**src/rtl/if_stage_pkg.sv**
```systemverilog
// if_stage_pkg: shared LC-3b fetch types and the PC+2 helper.
package if_stage_pkg;
   typedef logic [15:0] lc3b_word;
   typedef struct packed {
      logic     valid;
      lc3b_word inst;
      lc3b_word pc;
   } lc3b_if_id_reg;
   function automatic lc3b_word plus2(lc3b_word a);
      return a + 16'd2;
   endfunction
endpackage

```
**src/rtl/if_stage_if_id_reg.sv**
```systemverilog
// if_id_reg: load / hold / flush pipeline register; flush only kills the valid bit.
module if_id_reg
   import if_stage_pkg::*;
(
   input  logic        clk,
   input  logic        reset,
   input  logic        load,
   input  logic        flush,
   input  logic [15:0] d_inst,
   input  logic [15:0] d_pc,
   output logic        valid,
   output logic [15:0] inst,
   output logic [15:0] pc
);
   lc3b_if_id_reg q;
   always_ff @(posedge clk or posedge reset)
      if (reset) q <= '0;
      else if (flush) q.valid <= 1'b0;
      else if (load) q <= '{valid: 1'b1, inst: d_inst, pc: d_pc};
   assign valid = q.valid;
   assign inst = q.inst;
   assign pc = q.pc;
endmodule

```
**src/rtl/if_stage.sv**
```systemverilog
// if_stage: LC-3b instruction fetch with skid buffer, decode stall and redirect;
// an outstanding memory read is always completed before the PC moves.
module if_stage
   import if_stage_pkg::*;
(
   input  logic        clk,
   input  logic        reset,
   output logic        mem_read,
   output logic [15:0] mem_address,
   input  logic [15:0] mem_rdata,
   input  logic        mem_resp,
   input  logic        id_stall,
   input  logic        redirect,
   input  logic [15:0] redirect_target,
   output logic        if_id_valid,
   output logic [15:0] if_id_inst,
   output logic [15:0] if_id_pc
);
   typedef enum logic [1:0] {FETCH, FULL, DISCARD} state_t;
   state_t state;
   lc3b_word pc, pc_next, target, pending_target;
   logic accept, id_load, id_flush, buf_load, buf_valid;
   logic [15:0] buf_inst, buf_pc;
   assign target = redirect_target & 16'hFFFE;
   assign pc_next = plus2(pc);
   assign accept = !if_id_valid || !id_stall;
   assign buf_load = state == FETCH && mem_resp && !redirect && !accept;
   assign id_load = !redirect && ((state == FETCH && mem_resp && accept) ||
                                  (state == FULL && buf_valid && !id_stall));
   assign id_flush = redirect || (!id_load && !id_stall);
   assign mem_read = !reset && state != FULL;
   assign mem_address = pc;
   always_ff @(posedge clk or posedge reset)
      if (reset) begin
         state <= FETCH;
         pc <= '0;
         pending_target <= '0;
      end else
         case (state)
            FETCH:
               if (redirect && mem_resp) pc <= target;
               else if (redirect) begin
                  pending_target <= target;
                  state <= DISCARD;
               end else if (mem_resp) begin
                  pc <= pc_next;
                  if (!accept) state <= FULL;
               end
            FULL:
               if (redirect) begin
                  pc <= target;
                  state <= FETCH;
               end else if (!id_stall) state <= FETCH;
            DISCARD:
               if (mem_resp) begin
                  pc <= redirect ? target : pending_target;
                  state <= FETCH;
               end else if (redirect) pending_target <= target;
            default: state <= FETCH;
         endcase
   if_id_reg u_skid (
      .clk(clk), .reset(reset), .load(buf_load), .flush(redirect),
      .d_inst(mem_rdata), .d_pc(pc_next),
      .valid(buf_valid), .inst(buf_inst), .pc(buf_pc)
   );
   if_id_reg u_if_id (
      .clk(clk), .reset(reset), .load(id_load), .flush(id_flush),
      .d_inst(state == FULL ? buf_inst : mem_rdata),
      .d_pc(state == FULL ? buf_pc : pc_next),
      .valid(if_id_valid), .inst(if_id_inst), .pc(if_id_pc)
   );
endmodule
```
**config.mk**
```make
export PLATFORM = sky130hd
export DESIGN_NAME = if_stage
export DESIGN_NICKNAME = d
export VERILOG_FILES = /design/src/rtl/if_stage_pkg.sv /design/src/rtl/if_stage_if_id_reg.sv /design/src/rtl/if_stage.sv
export SDC_FILE = /design/constraint.sdc
export NUM_CORES = 1
export LEC_CHECK = 0
export ABC_AREA = 1
export BUFFER_PORTS_ARGS = -buffer_cell sky130_fd_sc_hd__clkbuf_2
export CORE_ASPECT_RATIO = 0.75
export CORE_MARGIN = 2
export CORE_UTILIZATION = 41
export CTS_CLUSTER_DIAMETER = 60
export CTS_CLUSTER_SIZE = 24
export DETAILED_ROUTE_END_ITERATION = 12
export PLACE_DENSITY = 0.64
export REMOVE_ABC_BUFFERS = 1
export SETUP_SLACK_MARGIN = 0.05
export SLEW_MARGIN = 20
export SYNTH_ARGS = -nofsm -noshare
export SYNTH_HDL_FRONTEND = slang
export SYNTH_SLANG_ARGS = --single-unit
```
**constraint.sdc**
```tcl
create_clock -name clk -period 3.7 [get_ports clk]
set_input_delay 0.74 -clock clk [delete_from_list [all_inputs] [get_ports clk]]
set_output_delay 0.74 -clock clk [all_outputs]
set_load 0.05 [all_outputs]
```
==> impl_metrics.toml <==
[floorplan]
rows = 35
floorplan.die.height_um = 101.2
start_util = 0.4200
core_area_um2 = 12310
die_footprint_um2 = 13530
boundaryPins = 87
fp.dieW_um = 133.7

[timing]
drv_slew = 0
period_needed_ns = 2.660
number_of_hold_violations_in_the_final_report = 0
grt_setup_unrepaired = "false"
max_slew_headroom = 0.3292
setup_viol_count_final = 0
worstMarginPinSlew_ns = 1.005
final_tns_setup_ns = 0
largest_clock_skew_in_the_final_design_ns = 0.006138
final.period_utilization = 0.7188
timing.fmax_mhz = 376.0

[clock_network]
h-tree-depth = 3
cts_setup_buffers = 0
insertion_delay_ns = 0.35
ctsLongestPathBuffers = 2
postCtsHoldBufs = 0
clock-root-buffer = "clkbuf_16"
post_cts.resized_instances = 0
number_of_clock_buffers_inserted_by_tritoncts = 9
tritoncts_clock_tree = "built"
tritoncts_num_sinks = 100
cts.reportedPaths.clkPinSlew_ns = 0.07

[critical_path]
timing.critical_path.required_ns = 3.97
r2r_start = "state[1]"
ff2ff_setup_slack_ns = 1.04
cp.arrival_ns = 2.93
endpoint_kind = "flop"
cp-startpoint = "state[1]"
crit_type = "reg2reg"
setup_crit_start_kind = "flop"
worst-path-max-fanout = 29

[place]
detailed_place_hpwl_um = 9239
dp.cells = 916
place_congestion = 0.9037
count_of_input_and_output_buffers = 85

[detailed_routing]
wire_length_reported_by_the_detailed_router_um = 13350
route.detailed.vias_per_inst = 5.114
drt-wirelength-per-cell_um = 14.33
dr_total_vias = 4766
drtIter0Drc = 354
remaining_drc_errors = 0
post_detailed_route_count_of_antenna_violating_nets = 0
drt_first_pass_iters = 5

[power]
power.switching_w = 0.003026
p_clk_frac = 0.165
cell_internal_pwr_w = 0.002969
pwr-share-comb = 0.508
power_density_nw_per_um2 = 1001
switching_share = 0.5047
power.sequential.fraction = 0.327
cellLeakagePower_nw = 3.096
max-vdd-ir-drop_v = 0.0005329

[grt]
grt_overflow_total = 0
grt_antenna_before_repair = 0
grt_start_max_net_pins = 45
grt_pass1_vias = 4434
track_usage = 0.2046
grt_first_pass_wirelength_um = 21960

[final_layout]
finalNonFillerCells = 932
layout.nets = 803
antenna-diode-count = 0
num-fill-cells = 1183
post_route_cells_drive_above_1_share = 0.1658
areaGrowthSynthToFinish_pct = 15.88
multiInputGateArea_um2 = 2266
regArea_um2 = 2502

[synthesis]
ys_seq_elements = 100
synth-seq-area-share = 0.4841
post_synth.cell_area_avg_um2 = 7.448
synthesis.instances = 694
synth.yosys.warnings = 0
ys_types = 31
post_synthesis_cell_area_um2 = 5169

[flow_run]
maxCapViolCount = 0

[outcome]
outcome = "finished, final reports clean"

[min_path]
hp-class = "in2async"
cell usage in the layout, fill, tap and decap left out, drive strengths merged:
cell type  synthesis  final
a21boi             1      1
a21oi             34     34
a22oi              8      8
a31oi             23     23
and2               2      2
buf               23      9
bufinv             0      1
clkbuf            15     96
clkinv             1      2
dfrtp            100    100
ha                 5      5
inv               55     58
nand2            267    267
nand3             26     26
nand3b             1      1
nand4              6      6
nor2              57     57
o211ai             1      1
o21ai             64     64
xnor2              1      1
xor2               4      4
synthesized netlist by cell type:
cell type / count / share of area
a21boi_0: 1 / 0.0015
inv_1: 50 / 0.036
nor2_2: 2 / 0.0024
clkbuf_1: 15 / 0.011
inv_2: 5 / 0.0036
o211ai_1: 1 / 0.0015
nand3_2: 2 / 0.0039
nand2_2: 2 / 0.0024
nand3_1: 24 / 0.023
xor2_1: 4 / 0.0068
buf_4: 7 / 0.010
a21oi_1: 31 / 0.030
a31oi_1: 23 / 0.028
buf_2: 13 / 0.013
a22oi_1: 7 / 0.010
a22oi_2: 1 / 0.0024
o21ai_0: 57 / 0.055
buf_1: 2 / 0.0015
nand2_1: 265 / 0.19
nand4_1: 6 / 0.0073
clkinv_1: 1 / 0.00073
xnor2_1: 1 / 0.0017
nor2_4: 1 / 0.0022
a21oi_2: 3 / 0.0051
ha_1: 5 / 0.012
nor2_1: 54 / 0.039
dfrtp_1: 100 / 0.48
nand3b_1: 1 / 0.0015
and2_1: 2 / 0.0024
buf_6: 1 / 0.0022
o21ai_1: 7 / 0.0068
worst max-delay path: stages, from the launching register on:
cell and delay (ns):
dfrtp_1 0.40, inv_1 0.14, ha_2 0.62, inv_1 0.64
nand3_1 0.24, o21ai_0 0.12, nor2_1 0.20, nor2_1 0.07
a21oi_1 0.13
through the flow:
step	power, W	hold WS, ns	util	instance area, um2	setup WS [ns]
2_1_floorplan	0.004204	0.4437	-	4976	0.3412
3_3_place_gp	0.004947	0.4578	0.4617	5682	1.162
3_5_place_dp	0.005026	0.4655	0.4617	5682	1.089
4_1_cts	0.006032	0.4778	0.4867	5989	1.010
5_1_grt	0.006441	0.5056	0.4867	5989	0.7966
6_report	0.005995	0.4497	0.4867	5989	1.040
cell families (layout without fill, tap and decap cells):
| kind of cell | count (synthesis) | in the layout | synth area share |
|---|---|---|---|
| AO/OA/AOI/OAI | 131 | 131 | 0.1404 |
| XOR/XNOR | 5 | 5 | 0.008472 |
| adder cells (fa/ha/maj) | 5 | 5 | 0.01210 |
| buffers and inverters | 94 | 166 | 0.07795 |
| flip-flops | 100 | 100 | 0.4841 |
| AND/OR/NAND/NOR | 359 | 359 | 0.2769 |
power by group through the flow:
| stage | logic, W | registers, W | clock network [W] |
|---|---|---|---|
| 6_report | 0.00305 | 0.00196 | 0.000988 |
| 3_5_place_dp | 0.00305 | 0.00198 | 0 |
| 2_1_floorplan | 0.00142 | 0.00278 | 0 |
| 5_1_grt | 0.00336 | 0.00203 | 0.00106 |
| 4_1_cts | 0.00307 | 0.00196 | 0.00100 |
| 3_3_place_gp | 0.00300 | 0.00195 | 0 |
sequential cells by signal (all words and copies together) (netlist names):
signal,cells
u_if_id.pc,16
u_if_id.inst,16
u_skid.valid,1
pending_target,16
mem_address,16
state,2
u_if_id.valid,1
u_skid.inst,16
u_skid.pc,16
cell type report:
cell class / count / share of cell area
flip-flops and latches: 100 / 0.4178
multi-input cells: 500 / 0.3783
clock buffers: 11 / 0.04053
inverters: 56 / 0.03551
repair buffers: 94 / 0.08231
clock inverters: 5 / 0.01086
well taps: 166 / 0.03468
per-layer routing:
metal  GRT usage  routed length (um)  share of wire  vias to the layer above
met5           0                   0              0                        -
li1            -                   -              -                     2349
met2      0.3267                5990           0.45                      142
met3     0.04354                 912          0.068                       11
met1      0.2889                6318           0.47                     2264
met4     0.04746                 132         0.0099                        0
path summary, 6_finish.rpt:
check / end / cells after the start
min in group clk: u_if_id.pc[10] / 2
max reg2reg: mem_address[0] / 8
max in group asynchronous: pending_target[3] / 3
max: mem_address[0] / 8
min: u_if_id.inst[0] / 2
min reg2reg: u_if_id.pc[10] / 2
No activity file was read; power rests on OpenSTA's default activity.
